**config.mk**
```make
export PLATFORM = sky130hd
export DESIGN_NAME = switch_conditioner_flat
export DESIGN_NICKNAME = d
export VERILOG_FILES = /design/src/rtl/switch_pkg.sv /design/src/rtl/switch_conditioner_if.sv /design/src/rtl/switch_debounce_ch.sv /design/src/rtl/switch_conditioner.sv /design/src/flat_wrapper.sv
export SDC_FILE = /design/constraint.sdc
export NUM_CORES = 1
export LEC_CHECK = 0
export CORE_MARGIN = 2
export CORE_UTILIZATION = 25
export DETAILED_ROUTE_END_ITERATION = 7
export PLACE_DENSITY_LB_ADDON = 0.1
export SYNTH_ARGS = -nofsm -noshare
export SYNTH_HDL_FRONTEND = slang
export SYNTH_HIERARCHICAL = 1
export SYNTH_SLANG_ARGS = --single-unit
```
**constraint.sdc**
```tcl
create_clock -name clk -period 1.95 [get_ports clk]
set_input_delay 0.195 -clock clk [delete_from_list [all_inputs] [get_ports clk]]
set_output_delay 0.195 -clock clk [all_outputs]
set_load 0.01 [all_outputs]
```
**src/rtl/switch_pkg.sv**
```systemverilog
// Shared types and default constants for the DIP-switch conditioner.
package switch_pkg;

    localparam int unsigned NumSwDefault          = 8;
    localparam int unsigned DebounceCyclesDefault = 1000;
    localparam int unsigned SyncStagesDefault     = 2;
    localparam int unsigned TxHalfPeriodDefault   = 16;

    typedef logic [1:0] sw_state_t;

    localparam sw_state_t StStableLo = 2'd0;
    localparam sw_state_t StWaitHi   = 2'd1;
    localparam sw_state_t StStableHi = 2'd2;
    localparam sw_state_t StWaitLo   = 2'd3;

    // Counter width that stays legal when the terminal count is 1.
    function automatic int unsigned cnt_width(input int unsigned n);
        return (n > 1) ? $clog2(n) : 1;
    endfunction

endpackage

```
**src/rtl/switch_conditioner_if.sv**
```systemverilog
// Change-event handshake between the switch conditioner and its consumer.
interface switch_conditioner_if #(
    parameter int unsigned NUM_SW = 8
) ();

    logic              evt_valid;
    logic              evt_ready;
    logic [NUM_SW-1:0] evt_mask;

    modport master (output evt_valid, output evt_mask, input evt_ready);
    modport slave  (input evt_valid, input evt_mask, output evt_ready);

endinterface

```
**src/rtl/switch_debounce_ch.sv**
```systemverilog
// One switch channel: synchronizer chain, debounce FSM and stable-sample counter.
module switch_debounce_ch
    import switch_pkg::*;
#(
    parameter int unsigned DEBOUNCE_CYCLES = DebounceCyclesDefault,
    parameter int unsigned SYNC_STAGES     = SyncStagesDefault
) (
    input  logic clk,
    input  logic rst,
    input  logic sw_in,
    output logic sw_out,
    output logic chg
);

    localparam int unsigned      CntW    = cnt_width(DEBOUNCE_CYCLES);
    localparam logic [CntW-1:0]  CntLast = CntW'(DEBOUNCE_CYCLES - 1);
    localparam logic [CntW-1:0]  CntOne  = CntW'(1);

    logic [SYNC_STAGES-1:0] sync_q, sync_d;
    sw_state_t              state_q, state_d;
    logic [CntW-1:0]        cnt_q, cnt_d;
    logic                   level_q, level_d;
    logic                   chg_q, chg_d;
    logic                   sample;

    assign sync_d = {sync_q[SYNC_STAGES-2:0], sw_in};
    assign sample = sync_q[SYNC_STAGES-1];

    always_comb begin
        state_d = state_q;
        cnt_d   = cnt_q;
        level_d = level_q;
        chg_d   = 1'b0;
        case (state_q)
            StStableLo: begin
                if (sample) begin
                    state_d = StWaitHi;
                    cnt_d   = CntOne;
                end
            end
            StWaitHi: begin
                if (!sample) begin
                    state_d = StStableLo;
                    cnt_d   = '0;
                end else if (cnt_q == CntLast) begin
                    state_d = StStableHi;
                    cnt_d   = '0;
                    level_d = 1'b1;
                    chg_d   = 1'b1;
                end else begin
                    cnt_d = cnt_q + CntOne;
                end
            end
            StStableHi: begin
                if (!sample) begin
                    state_d = StWaitLo;
                    cnt_d   = CntOne;
                end
            end
            StWaitLo: begin
                if (sample) begin
                    state_d = StStableHi;
                    cnt_d   = '0;
                end else if (cnt_q == CntLast) begin
                    state_d = StStableLo;
                    cnt_d   = '0;
                    level_d = 1'b0;
                    chg_d   = 1'b1;
                end else begin
                    cnt_d = cnt_q + CntOne;
                end
            end
            default: begin
                state_d = StStableLo;
                cnt_d   = '0;
            end
        endcase
    end

    always_ff @(posedge clk) begin
        if (rst) begin
            sync_q  <= '0;
            state_q <= StStableLo;
            cnt_q   <= '0;
            level_q <= 1'b0;
            chg_q   <= 1'b0;
        end else begin
            sync_q  <= sync_d;
            state_q <= state_d;
            cnt_q   <= cnt_d;
            level_q <= level_d;
            chg_q   <= chg_d;
        end
    end

    assign sw_out = level_q;
    assign chg    = chg_q;

endmodule

```
**src/rtl/switch_conditioner.sv**
```systemverilog
// DIP-switch conditioner: per-channel debounce, change-event accumulator and sfp_tx drive.
// Define SWITCH_TX_PATTERN_EN to make sfp_tx a square wave gated by sw_out[0].
module switch_conditioner
    import switch_pkg::*;
#(
    parameter int unsigned NUM_SW          = NumSwDefault,
    parameter int unsigned DEBOUNCE_CYCLES = DebounceCyclesDefault,
    parameter int unsigned SYNC_STAGES     = SyncStagesDefault,
    parameter int unsigned TX_HALF_PERIOD  = TxHalfPeriodDefault
) (
    input  logic                  clk,
    input  logic                  rst,
    input  logic [NUM_SW-1:0]     sw_in,
    output logic [NUM_SW-1:0]     sw_out,
    switch_conditioner_if.master  evt,
    output logic                  sfp_tx
);

    if (NUM_SW < 1 || NUM_SW > 32) begin : g_bad_num_sw
        $error("NUM_SW must be in 1..32");
    end
    if (DEBOUNCE_CYCLES < 2) begin : g_bad_debounce
        $error("DEBOUNCE_CYCLES must be >= 2");
    end
    if (SYNC_STAGES < 2) begin : g_bad_sync
        $error("SYNC_STAGES must be >= 2");
    end
    if (TX_HALF_PERIOD < 1) begin : g_bad_tx_half
        $error("TX_HALF_PERIOD must be >= 1");
    end

    logic [NUM_SW-1:0] chg;
    logic [NUM_SW-1:0] pending_q, pending_d;
    logic              handshake;
    logic              sfp_tx_q, sfp_tx_d;

    for (genvar i = 0; i < NUM_SW; i++) begin : g_ch
        switch_debounce_ch #(
            .DEBOUNCE_CYCLES (DEBOUNCE_CYCLES),
            .SYNC_STAGES     (SYNC_STAGES)
        ) u_ch (
            .clk    (clk),
            .rst    (rst),
            .sw_in  (sw_in[i]),
            .sw_out (sw_out[i]),
            .chg    (chg[i])
        );
    end

    // A change landing in the handshake cycle survives into the next event.
    assign handshake = evt.evt_valid && evt.evt_ready;

    always_comb begin
        pending_d = (handshake ? '0 : pending_q) | chg;
    end

    assign evt.evt_valid = |pending_q;
    assign evt.evt_mask  = pending_q;

`ifdef SWITCH_TX_PATTERN_EN
    localparam int unsigned     TxW    = cnt_width(TX_HALF_PERIOD);
    localparam logic [TxW-1:0]  TxLast = TxW'(TX_HALF_PERIOD - 1);

    logic [TxW-1:0] tx_cnt_q, tx_cnt_d;

    // Down-counter reloads on each toggle; a cleared counter toggles on the next edge.
    always_comb begin
        tx_cnt_d = tx_cnt_q;
        sfp_tx_d = sfp_tx_q;
        if (!sw_out[0]) begin
            tx_cnt_d = '0;
            sfp_tx_d = 1'b0;
        end else if (tx_cnt_q == '0) begin
            tx_cnt_d = TxLast;
            sfp_tx_d = ~sfp_tx_q;
        end else begin
            tx_cnt_d = tx_cnt_q - TxW'(1);
        end
    end

    always_ff @(posedge clk) begin
        if (rst) begin
            tx_cnt_q <= '0;
        end else begin
            tx_cnt_q <= tx_cnt_d;
        end
    end
`else
    always_comb begin
        sfp_tx_d = sw_out[0];
    end
`endif

    always_ff @(posedge clk) begin
        if (rst) begin
            pending_q <= '0;
            sfp_tx_q  <= 1'b0;
        end else begin
            pending_q <= pending_d;
            sfp_tx_q  <= sfp_tx_d;
        end
    end

    assign sfp_tx = sfp_tx_q;

endmodule

```
**src/flat_wrapper.sv**
```systemverilog
// flat-port wrapper written by rule: the top's interface ports become plain ports
module switch_conditioner_flat import switch_pkg::*;
#(
    parameter int unsigned NUM_SW          = NumSwDefault,
    parameter int unsigned DEBOUNCE_CYCLES = DebounceCyclesDefault,
    parameter int unsigned SYNC_STAGES     = SyncStagesDefault,
    parameter int unsigned TX_HALF_PERIOD  = TxHalfPeriodDefault
)
  (clk, rst, sw_in, sw_out, sfp_tx, evt_evt_valid, evt_evt_mask, evt_evt_ready);
  switch_conditioner_if #(.NUM_SW(NUM_SW)) evt_i ();
  input  logic clk;
  input  logic rst;
  input  logic [NUM_SW-1:0] sw_in;
  output logic [NUM_SW-1:0] sw_out;
  output logic sfp_tx;
  output wire logic [$bits(evt_i.evt_valid)-1:0] evt_evt_valid;
  output wire logic [$bits(evt_i.evt_mask)-1:0] evt_evt_mask;
  input wire logic [$bits(evt_i.evt_ready)-1:0] evt_evt_ready;
  assign evt_evt_valid = evt_i.evt_valid;
  assign evt_evt_mask = evt_i.evt_mask;
  assign evt_i.evt_ready = evt_evt_ready;
  switch_conditioner #(.NUM_SW(NUM_SW), .DEBOUNCE_CYCLES(DEBOUNCE_CYCLES), .SYNC_STAGES(SYNC_STAGES), .TX_HALF_PERIOD(TX_HALF_PERIOD)) u_core (.clk(clk), .rst(rst), .sw_in(sw_in), .sw_out(sw_out), .evt(evt_i), .sfp_tx(sfp_tx));
endmodule
```
== After elaboration in Yosys (flattened, before gate mapping) ==
Cells that the tools add are included.

* Add/sub/neg operators: 8
* Equality and inequality tests: 96
* Muxes and demuxes: 177
* Bitwise logic cells: 1
* Reduce and logical (&&, ||, !) cells: 42

{| class="wikitable"
|+ Operators with widths
! cell !! number
|-
| $mux W10 || 40
|-
| $pmux W10 S4 || 8
|-
| $mux W2 || 48
|-
| $ne A2 B2 Y1 const B || 48
|-
| $add A10 B1 Y10 const B || 8
|-
| $eq A10 B10 Y1 const B || 8
|-
| $pmux W2 S4 || 8
|-
| $mux W1 || 56
|-
| $ne A3 B3 Y1 const B || 16
|-
| $reduce_and A5 Y1 || 8
|-
| $eq A2 B2 Y1 const B || 16
|-
| $pmux W1 S2 || 16
|-
| $reduce_and A4 Y1 || 8
|-
| $eq A2 B1 Y1 const B || 8
|-
| $logic_not A2 Y1 || 8
|-
| $reduce_and A2 Y1 || 8
|-
| $reduce_bool A2 Y1 || 8
|-
| $mux W8 || 1
|-
| $or A8 B8 Y8 || 1
|-
| $reduce_or A8 Y1 || 1
|-
| $logic_and A1 B1 Y1 || 1
|}

* Register bits: 137
* Bits of input ports: 11
* Output and inout bits: 18
* Logic and storage cells: 366

== Depth between registers and ports, before layout ==
Gate-level depths: netlist of run 1.

* Word-level depth: 4
* Mapped depth: 5
* Mapped depth without buffers: 5

== Cells and area by module ==
Netlist of run 1, hierarchy kept.

{| class="wikitable"
|+ Modules (own cells, without submodules)
! module !! times used !! cells an instance !! area each (um2) !! seq. area each (um2)
|-
| switch_debounce_ch at u_core.g_ch[0].u_ch ... || 7 || 85 || 782.0 || 320.3
|-
| switch_debounce_ch at u_core.g_ch[7].u_ch || 1 || 84 || 770.7 || 320.3
|-
| switch_conditioner || 1 || 39 || 335.3 || 180.2
|}

== Least setup slack after synthesis of run 1 ==
OpenSTA, ideal clock, no wires.

* Path kind: reg-to-reg
* From: reg u_core.g_ch[7].u_ch.sync_q[1]
* To: reg u_core.g_ch[7].u_ch.cnt_q[7]
* Arrival: 1.343 ns
* Slack: 0.528 ns
* Cell stages (with the launch flop): 5
* Buffers on the path: 0
* Clock period less this slack: 1.422 ns
* Cells stage by stage: dfxtp_1 xor2_2 nand3b_2 or4_1 o211ai_1

* Word-level cells in the longest chain between the ends: 2
* Elaborated cells on any way between the ends: 6

{| class="wikitable"
|+ Ends and longest elaborated chain
! element !! line !! text
|-
| start, declared || switch_debounce_ch.sv:19 || <nowiki>logic [SYNC_STAGES-1:0] sync_q, sync_d;</nowiki>
|-
| start signal, assigned || switch_debounce_ch.sv:88 || <nowiki>sync_q <= sync_d;</nowiki>
|-
| $mux W10, or another cell as far along || switch_debounce_ch.sv:61 || <nowiki>if (sample) begin</nowiki>
|-
| $pmux W10 S4 or $reduce_and A2 Y1 (tied branches) || n/a ||
|-
| end signal, assigned || switch_debounce_ch.sv:90 || <nowiki>cnt_q <= cnt_d;</nowiki>
|-
| end, declared || switch_debounce_ch.sv:21 || <nowiki>logic [CntW-1:0] cnt_q, cnt_d;</nowiki>
|}

Parallel ways exist; a longest one is shown, timed or not.
A chain may end at the register's enable or synchronous reset.

== Final worst setup path of run 1 ==
* From: reg u_core.pending_q[1], in the netlist u_core/evt.evt_mask[1]
* To: out evt_evt_valid

* Word-level cells in the longest chain between the ends: 1

{| class="wikitable"
|+ Ends and longest elaborated chain
! element !! line !! text
|-
| start, declared || switch_conditioner.sv:33 || <nowiki>logic [NUM_SW-1:0] pending_q, pending_d;</nowiki>
|-
| start signal, assigned || switch_conditioner.sv:99 || <nowiki>pending_q <= pending_d;</nowiki>
|-
| $reduce_or A8 Y1 || switch_conditioner.sv:57 || <nowiki>assign evt.evt_valid = |pending_q;</nowiki>
|-
| end, declared || flat_wrapper.sv:16 || <nowiki>output wire logic [$bits(evt_i.evt_valid)-1:0] evt_evt_valid;</nowiki>
|}

Every way passes these cells.

==> results.txt, run 1 <==
For the deepest clock path buffer count, the log shows 2. For the total number of yosys warnings, the log shows 6. The tree is rooted in a clkbuf_16.

The maximum resistive drop on vdd is 0.000460 V, and the worst hold slack across all endpoints is 0.260 ns. The logs give 137 for the total number of clock tree sinks and 2.74 nW for the cell leakage power. The global placer's final weighted congestion was 0.752; the transition time at the pin with the least slew margin was 0.849 ns. The class of the tightest hold or removal check is in2reg.

Internal power comes to 5.17 mW. The library cell used most frequently in the layout, excluding fill and tap cells, is dfxtp_1. The part of the cycle the worst path needs is 94.9%, and the level count of the clock H-tree is 4. The final antenna diode count came out at 0. Compared with the post-synthesis result, the final layout area differs by 17.6%. The run gives 25.3% as the starting density of the core.

Wire segments on met3 add up to 408 um in the final route. The total number of vias is 5239. Top cell type's share of synthesized area: 41.7%.

Leaving out fill and tap cells, the most frequent cells in the layout are dfxtp_1 (137), nand2_1 (66), nand3_1 (41). For the number of global-route vias before repair, the log shows 5034. At the worst endpoint, the arrival time is 1.66 ns.

The final count of pins violating max slew was 0; the clock transition at the register clock pins on the worst setup and hold paths after CTS was 0.06 ns. The flow ran to the end, and the final reports show no timing, DRC or antenna violations. Using the TritonRoute via totals, the vias-per-cell ratio works out to 4.79.

Setup repair after global routing left no endpoint under its margin. The tools report the number of design rule violations left after detail routing as 0. Average size of a mapped cell: 9.16 um^2. Dividing total power by cell area gives a power density of 847 nW/um^2. The later-pin clock latency in the skew report came out at 0.42 ns. Sequential elements use 41.7% of the synthesized area. From bottom edge to top edge, the die measures 166 um. Kind of end point of the critical path: an output port. The initial DRC count is 283. Startpoint-to-endpoint class of the critical path: reg2out.

Signal routing reaches up to met4. The die covers 27600 um^2. In the final timing run, aggregate negative setup slack is 0 ns.

The part of the power in registers is 44.1%. The fraction of power spent switching nets is 21.2%, and the highest fanout seen on the critical path is 3. Buffers added to address setup during post-CTS repair amount to 0. After the last flow step, the layout net total stands at 765.

Summing every instance area after synthesis gives 6580 um^2. The number of I/O port buffers came out at 28. The first TritonRoute pass finished after 6 iterations.

The post-DP HPWL came out at 10.1 mm. The count of final hold-check violations was 0; the total of endpoints with negative setup slack in the final report was 0. The number of hold buffers added after CTS was 0. Dividing the detail-routed wire length by the instance count gives 13.3 um. The run gives 43 as the distinct cell type count of the synthesized netlist.

Summed over all instances, the cell type with the most area after synthesis is dfxtp_1. Measured against its own limit, the worst slew margin works out to 43.0%. The clock network is responsible for 51.7% of the overall power. TritonCTS built the clock tree. The first global-routing pass estimated 24.7 mm of wire.

Number of cells produced by synthesis: 718. The overall die width is 166 um, and the number of top-level pins is 29. Max-cap violations in this run came to 0. Cells fill 29.8% of the core in the end. The tools report the remaining number of nets flagged by the antenna check after routing as 0. In this run the core area contains 59 standard-cell rows. After detailed routing, the wire length on met1 is 7.45 mm. The clock arrives with 0.0137 ns of skew. The run gives 4.1% as the combinational share of power.

The routed design uses 6.55 mm of met2 wire. Entering global routing, the biggest net connects 23 pins. The core region is 26000 um^2. The initial antenna violation count came out at 0. The number of buffers created by CTS came out at 17. In the post-synthesis netlist, the biggest area contributors are dfxtp_1 (42%), nand2_1 (3.8%), and4_1 (3.2%), nand4_1 (3.1%), nand3_1 (3.1%).

The run gives 1.75 ns as the required arrival time at the worst endpoint. The analysis attributes to net switching a power of 1.39 mW. Highest clock rate: 540 MHz. Global routing used 10.8% of the available tracks across all layers. The logs give 0 for the sum of overflow across all layers after global routing and 0 for the post-cts resize count. The number of register bits inferred by synthesis came out at 137. Kind of launch point of the worst setup path: a register. Final critical-path required period: 1.85 ns. The number of nets produced by synthesis is 737. The run gives 14.5 mm as the total detailed-routing wirelength.

In the final layout, the share of cells above drive strength 1 is 14.2%.
-- area by class of cell --
cell class                      instances  area (um^2)
Sequential cell                       137         2740
Multi-Input combinational cell        532         3520
Clock inverter                          6          110
Fill cell                            2721        18200
Tap cell                              335          419
Timing Repair Buffer                   43          388
Clock buffer                           26          509
Inverter                               15         56.3
-- worst paths after layout --
| check | slack, ns | to | from | cells past startpoint |
|---|---|---|---|---|
| hold reg to reg | 0.42 | u_core/g_ch[6].u_ch/sync_q[1] | u_core/g_ch[6].u_ch/sync_q[0] | 1 |
| setup / recovery | 0.1 | evt_evt_valid | u_core/evt.evt_mask[1] | 3 |
| hold / removal | 0.26 | u_core/g_ch[5].u_ch/cnt_q[2] | rst | 2 |
| setup reg to reg | 0.26 | u_core/g_ch[0].u_ch/cnt_q[6] | u_core/g_ch[0].u_ch/sync_q[1] | 4 |
-- routing by layer --
metal	global-route usage (%)	up-vias
met4	3.67	0
met3	3.22	7
li1	-	2692
met2	16.8	54
met1	14.2	2486
met5	0	-
-- worst max-delay path: stages (launching register included) --
cell             delay (ns)
dfxtp_1                0.34
nor4_1                 0.33
nand2_1                0.09
clkdlybuf4s50_1        0.48
-- power by group through the flow --
| stage | logic, mW | clock network (mW) | registers (mW) |
|---|---|---|---|
| after floorplan | 0.175 | 0 | 2.94 |
| after global placement | 0.272 | 0 | 2.95 |
| after detailed placement | 0.273 | 0 | 2.95 |
| after CTS | 0.275 | 3.53 | 2.89 |
| after global routing | 0.303 | 3.64 | 2.90 |
| final | 0.271 | 3.39 | 2.89 |
-- per-stage QoR --
| stage | total power [mW] | area (um^2) | setup WS [ns] | std cells |
|---|---|---|---|---|
| floorplan | 3.12 | 6580 | 0.528 | 718 |
| global placement | 3.22 | 7120 | 0.218 | 1062 |
| detailed placement | 3.23 | 7120 | 0.189 | 1062 |
| CTS | 6.69 | 7740 | 0.0752 | 1094 |
| global route | 6.84 | 7740 | 0.0336 | 1094 |
| finish | 6.55 | 7740 | 0.0985 | 1094 |
-- kinds of logic (layout without fill, tap and decap cells) --
kind of cell               count (synthesis)  after routing  share of synthesized area [%]
AOI/OAI and AO/OA                        126            126                           12.3
xor gates and xnor gates                  32             32                           5.17
adders and majority gates                  8              8                           1.52
buffers and inverters                     49             90                           4.89
DFF                                      137            137                           41.7
muxes                                     16             16                           2.43
and+or+nand+nor                          350            350                           32.0
-- synth_stat cells (all sizes together) --
master	n
o21ai	32
inv	15
nand3b	1
o211ai	16
nand3	41
buf	26
xor2	24
dfxtp	137
nor2b	17
nor3b	16
ha	8
nor2	40
a31oi	31
o22ai	7
nand4	40
nand2b	16
mux2i	16
a32o	8
nor3	8
and4	24
a21oi	16
xnor2	8
or3	23
clkbuf	8
a211oi	8
nor4	2
and2	15
or2	8
or4	2
a41oi	8
nand2	73
and2b	7
and3b	9
and4bb	8
-- flip-flops by register name (all words and copies together), names as in the netlist, named ones only --
register                  cells
u_core/g_ch.u_ch/chg          8
u_core/sfp_tx                 1
u_core/g_ch.u_ch/sw_out       8
u_core/g_ch.u_ch/cnt_q       80
u_core/evt.evt_mask           8
u_core/g_ch.u_ch/sync_q      16
u_core/g_ch.u_ch/state_q      8
Note: power is estimated with default switching activity, not from simulation.
==> run 2, diff against run 1 <==
ABC_CLOCK_PERIOD_IN_PS = 1950   (was not set)
==> results of run 2 <==
The final DEF is identical to that of run 1; final timing and power are the same.
==> run 3, diff against run 2 <==
SYNTH_HIERARCHICAL = not set   (was 1)
==> run 3 against run 2 <==
Effect of this change:
- count of clock-buffer cells in the layout is 5 lower
- sequential power hardly changed
- synthesized cell count is 2.4% lower
- fmax is 2.6% higher
- register-to-register slack worse by 0.11 ns
- clock power is 15% higher
- critical path type is now reg2reg
- largest cell class unchanged
==> results.txt, run 3 <==
The flow ran to the end, and the final reports show no timing, DRC or antenna violations. The tools report the kind of end point of the critical path as a register. Post-DP HPWL: 10.3 mm (+2.1%).

The async set or reset register ratio after synthesis is 0% (unchanged), and the number of I/O port buffers is 28 (unchanged). The origin of the critical flop-to-flop path was u_core.g_ch[0].u_ch.cnt_q[0]. The number of nets produced by synthesis came out at 720 (-2.3%). The final count of pins violating max slew was 0 (unchanged); the area of the die was 26500 um^2 (-4.2%).

The final critical-path required period works out to 1.80 ns (-0.0471 ns). The most common cell in the synthesized netlist is dfxtp_1. The worst hold path begins at rst. The global-route wire length before repair is 25.5 mm (+3.3%). The logs give 2.31 ns (+0.56 ns) for the required arrival time at the worst endpoint and 701 (-2.4%) for the number of cells produced by synthesis. In the layout the commonest cells are dfxtp_1 (136), nor2_1 (49), nand2_1 (44), a31oi_1 (44), buf_4 (34). In the final layout, the registers with the most flip-flops are u_core.g_ch.u_ch.cnt_q x80, u_core.g_ch.u_ch.sync_q x16. The met1 global-route usage came out at 16.1% (+1.9 points). The final standard cell area without fillers was 7840 um^2 (+1.3%); the sum of overflow across all layers after global routing was 0 (unchanged). The total number of yosys warnings is 0 (-6).

Cell leakage power: 2.80 nW (+2.1%). For the number of design rule violations left after detail routing, the log shows 0 (unchanged). The run gives 55.0% (+12 points) as the headroom to the max-slew limit. The part of the cycle the worst path needs works out to 92.5% (-2.4 points).

The run gives 25.2% (-0.11 points) as the starting density of the core. The post-placement cell area was 7080 um^2 (-0.60%). The tools report the number of standard-cell rows in the floorplan as 58 (-1.7%).

The root buffer cell is clkbuf_16. The highest fanout seen on the critical path is 5 (+2). The later-pin clock latency in the skew report came out at 0.42 ns (about the same).

By area the synthesized netlist is led by dfxtp_1 (44%), a31oi_1 (4.5%), xor2_1 (3.9%), nor2_1 (2.9%), nand2_1 (2.6%). The sequential element share of the synthesized area came out at 43.6% (+1.9 points). The worst setup path is launched from a register. The number of optimization iterations in the first detailed-route pass was 5 (-1).

The run gives 59 (+37%) as the distinct cell type count of the synthesized netlist. The flip-flop count of the largest register, all copies and words added was 80 (unchanged). The tools report the total power of the final layout as 7.03 mW (+7.3%). The critical path starts at u_core.g_ch[0].u_ch.cnt_q[0]. The number of top-level pins was 29 (unchanged). Among all flip-flop cells after synthesis, the most frequent one is dfxtp_1. The count of final hold-check violations was 0 (unchanged). The number of global-route vias before repair was 5069 (+0.70%); the number of flops mapped to enable cells by yosys was 0 (unchanged).

Leaving out fill and tap cells, the most frequent cell in the layout is dfxtp_1. The logs give 0 (unchanged) for the remaining number of nets flagged by the antenna check after routing and 3.69% (+0.48 points) for the met3 capacity usage during global routing. The final antenna diode count came out at 0 (unchanged).

The total number of vias is 5402 (+3.1%). The initial DRC count was 313 (+11%). For the maximum resistive drop on vdd, the log shows 0.000471 V (+2.3%).

Signal arrival time at the worst endpoint: 2.17 ns (+0.51 ns). The transition time at the pin with the least slew margin is 0.671 ns (-0.178 ns), and the number of register bits inferred by synthesis is 137 (unchanged). The final routed wire length divided by cell count is 13.8 um (+4.1%).

The tightest min-delay check is of the in2reg type. The global routing's busiest layer is met2. Power per standard cell area: 897 nW/um^2 (+5.9%).

The level count of the clock H-tree was 4 (unchanged). The layout cell share with drive strength beyond 1 works out to 11.5% (-2.7 points). The total detailed-routing wirelength came out at 15.0 mm (+3.5%). The clock transition at the register clock pins on the worst setup and hold paths after CTS came out at 0.06 ns (about the same). Summed over all instances, the cell type with the most area after synthesis is dfxtp_1.

The logs give 0.739 (-1.7%) for the global placer's final weighted congestion and 6290 um^2 (-4.3%) for the cell area after technology mapping. The ratio of routed vias to standard cells was 4.97 (+3.8%); the count of hold-fix buffers inserted at cts was 0 (unchanged). For the final-stage net count, the log shows 763 (-0.26%). The overall die width is 163 um (-2.1%), and the largest net degree at the start of global routing is 34 (+48%). The top cell type's share of synthesized area came out at 43.6% (+1.9 points).

The height of the die was 163 um (-2.1%). The total of endpoints with negative setup slack in the final report is 0 (unchanged), and the total number of clock tree sinks is 137 (unchanged). For the deepest clock path buffer count, the log shows 2 (unchanged).

The register with the highest flop count was u_core.g_ch.u_ch.cnt_q. The average size of a mapped cell was 8.98 um^2 (-2.0%); the count of max-cap constraint violations was 0 (unchanged). Setup repair after global routing left no endpoint under its margin. The run gives 17 (unchanged) as the number of buffers created by CTS. The initial antenna violation count was 0 (unchanged); the highest clock rate was 554 MHz (+2.6%). The commonest cells after synthesis are dfxtp_1 (137), nor2_1 (49), a31oi_1 (45), nand2_1 (44), nand3_1 (32).

Compared with the post-synthesis result, the final layout area differs by 24.5%. The worst clock skew on the final layout is 0.00760 ns (-0.00607 ns), and the overall global routing resource usage is 11.9% (+1.2 points). The setup path with the least slack is of type reg2reg. TritonCTS built the clock tree. For the placeable core area, the log shows 25000 um^2 (-3.9%). The global routing usage on met2 was 18.1% (+1.3 points).
-- run 3: where the power goes --
part / internal, mW / switching [mW] / total [mW]
registers: 2.84 / 0.0412 / 2.88
clock network: 2.63 / 1.25 / 3.89
logic: 0.110 / 0.154 / 0.264
-- run 3: final timing paths --
path,end,slack [ns],cells after the start
hold / removal,u_core.g_ch[1].u_ch.cnt_q[2],0.28,3
setup reg to reg,u_core.g_ch[0].u_ch.cnt_q[8],0.15,6
hold reg to reg,u_core.g_ch[0].u_ch.sync_q[1],0.43,1
setup / recovery,u_core.g_ch[0].u_ch.cnt_q[8],0.15,6
-- run 3: critical path: stages (launching register included) --
cell      delay (ns)
dfxtp_1         0.39
ha_1            0.22
nand4_1         0.14
buf_4           0.17
or4_1           0.47
a211oi_1        0.25
a21o_1          0.11
-- run 3: layout make-up --
type                            count  area, um^2
Fill cell                        2628       17100
Multi-Input combinational cell    496        3300
Sequential cell                   137        2740
Timing Repair Buffer               64         569
Clock buffer                       21         470
Tap cell                          330         413
Clock inverter                     11         239
Inverter                           28         105
-- run 3: per-stage QoR --
step,std cells,util (%),hold WS [ns],TNS (ns),setup WS (ns)
3_5_place_dp,1053,28.4,0.423,-0.000258,-0.000258
3_3_place_gp,1053,28.4,0.423,0,0.00676
2_1_floorplan,701,-,0.323,0,0.153
5_1_grt,1087,31.4,0.282,0,0.0360
6_report,1087,31.4,0.282,0,0.146
4_1_cts,1085,31.2,0.248,0,0.0311
-- run 3: what timing repair did --
action                     in CTS  in global routing
setup buffers                   0                  2
pin swaps                       0                  2
setup endpoints to repair       2                 17
gates resized for setup         2                  9
hold endpoints to repair        0                  0
-- run 3: kinds of logic (layout without fill, tap and decap cells) --
| logic type | count (synthesis) | in the layout | synth area share (%) |
|---|---|---|---|
| AND/OR/NAND/NOR | 282 | 282 | 25.1 |
| AO/OA/AOI/OAI | 159 | 159 | 18.1 |
| flip-flops | 137 | 137 | 43.6 |
| buffers and inverters | 68 | 124 | 4.59 |
| XOR/XNOR | 39 | 39 | 5.78 |
| adder cells (fa/ha/maj) | 8 | 8 | 1.59 |
| multiplexers | 8 | 8 | 1.27 |
-- run 3: routing by layer --
layer  vias up  wire (um)
met5         -          0
met1      2593       7430
met4         0        165
met2        84       6750
met3        13        696
li1       2712          -
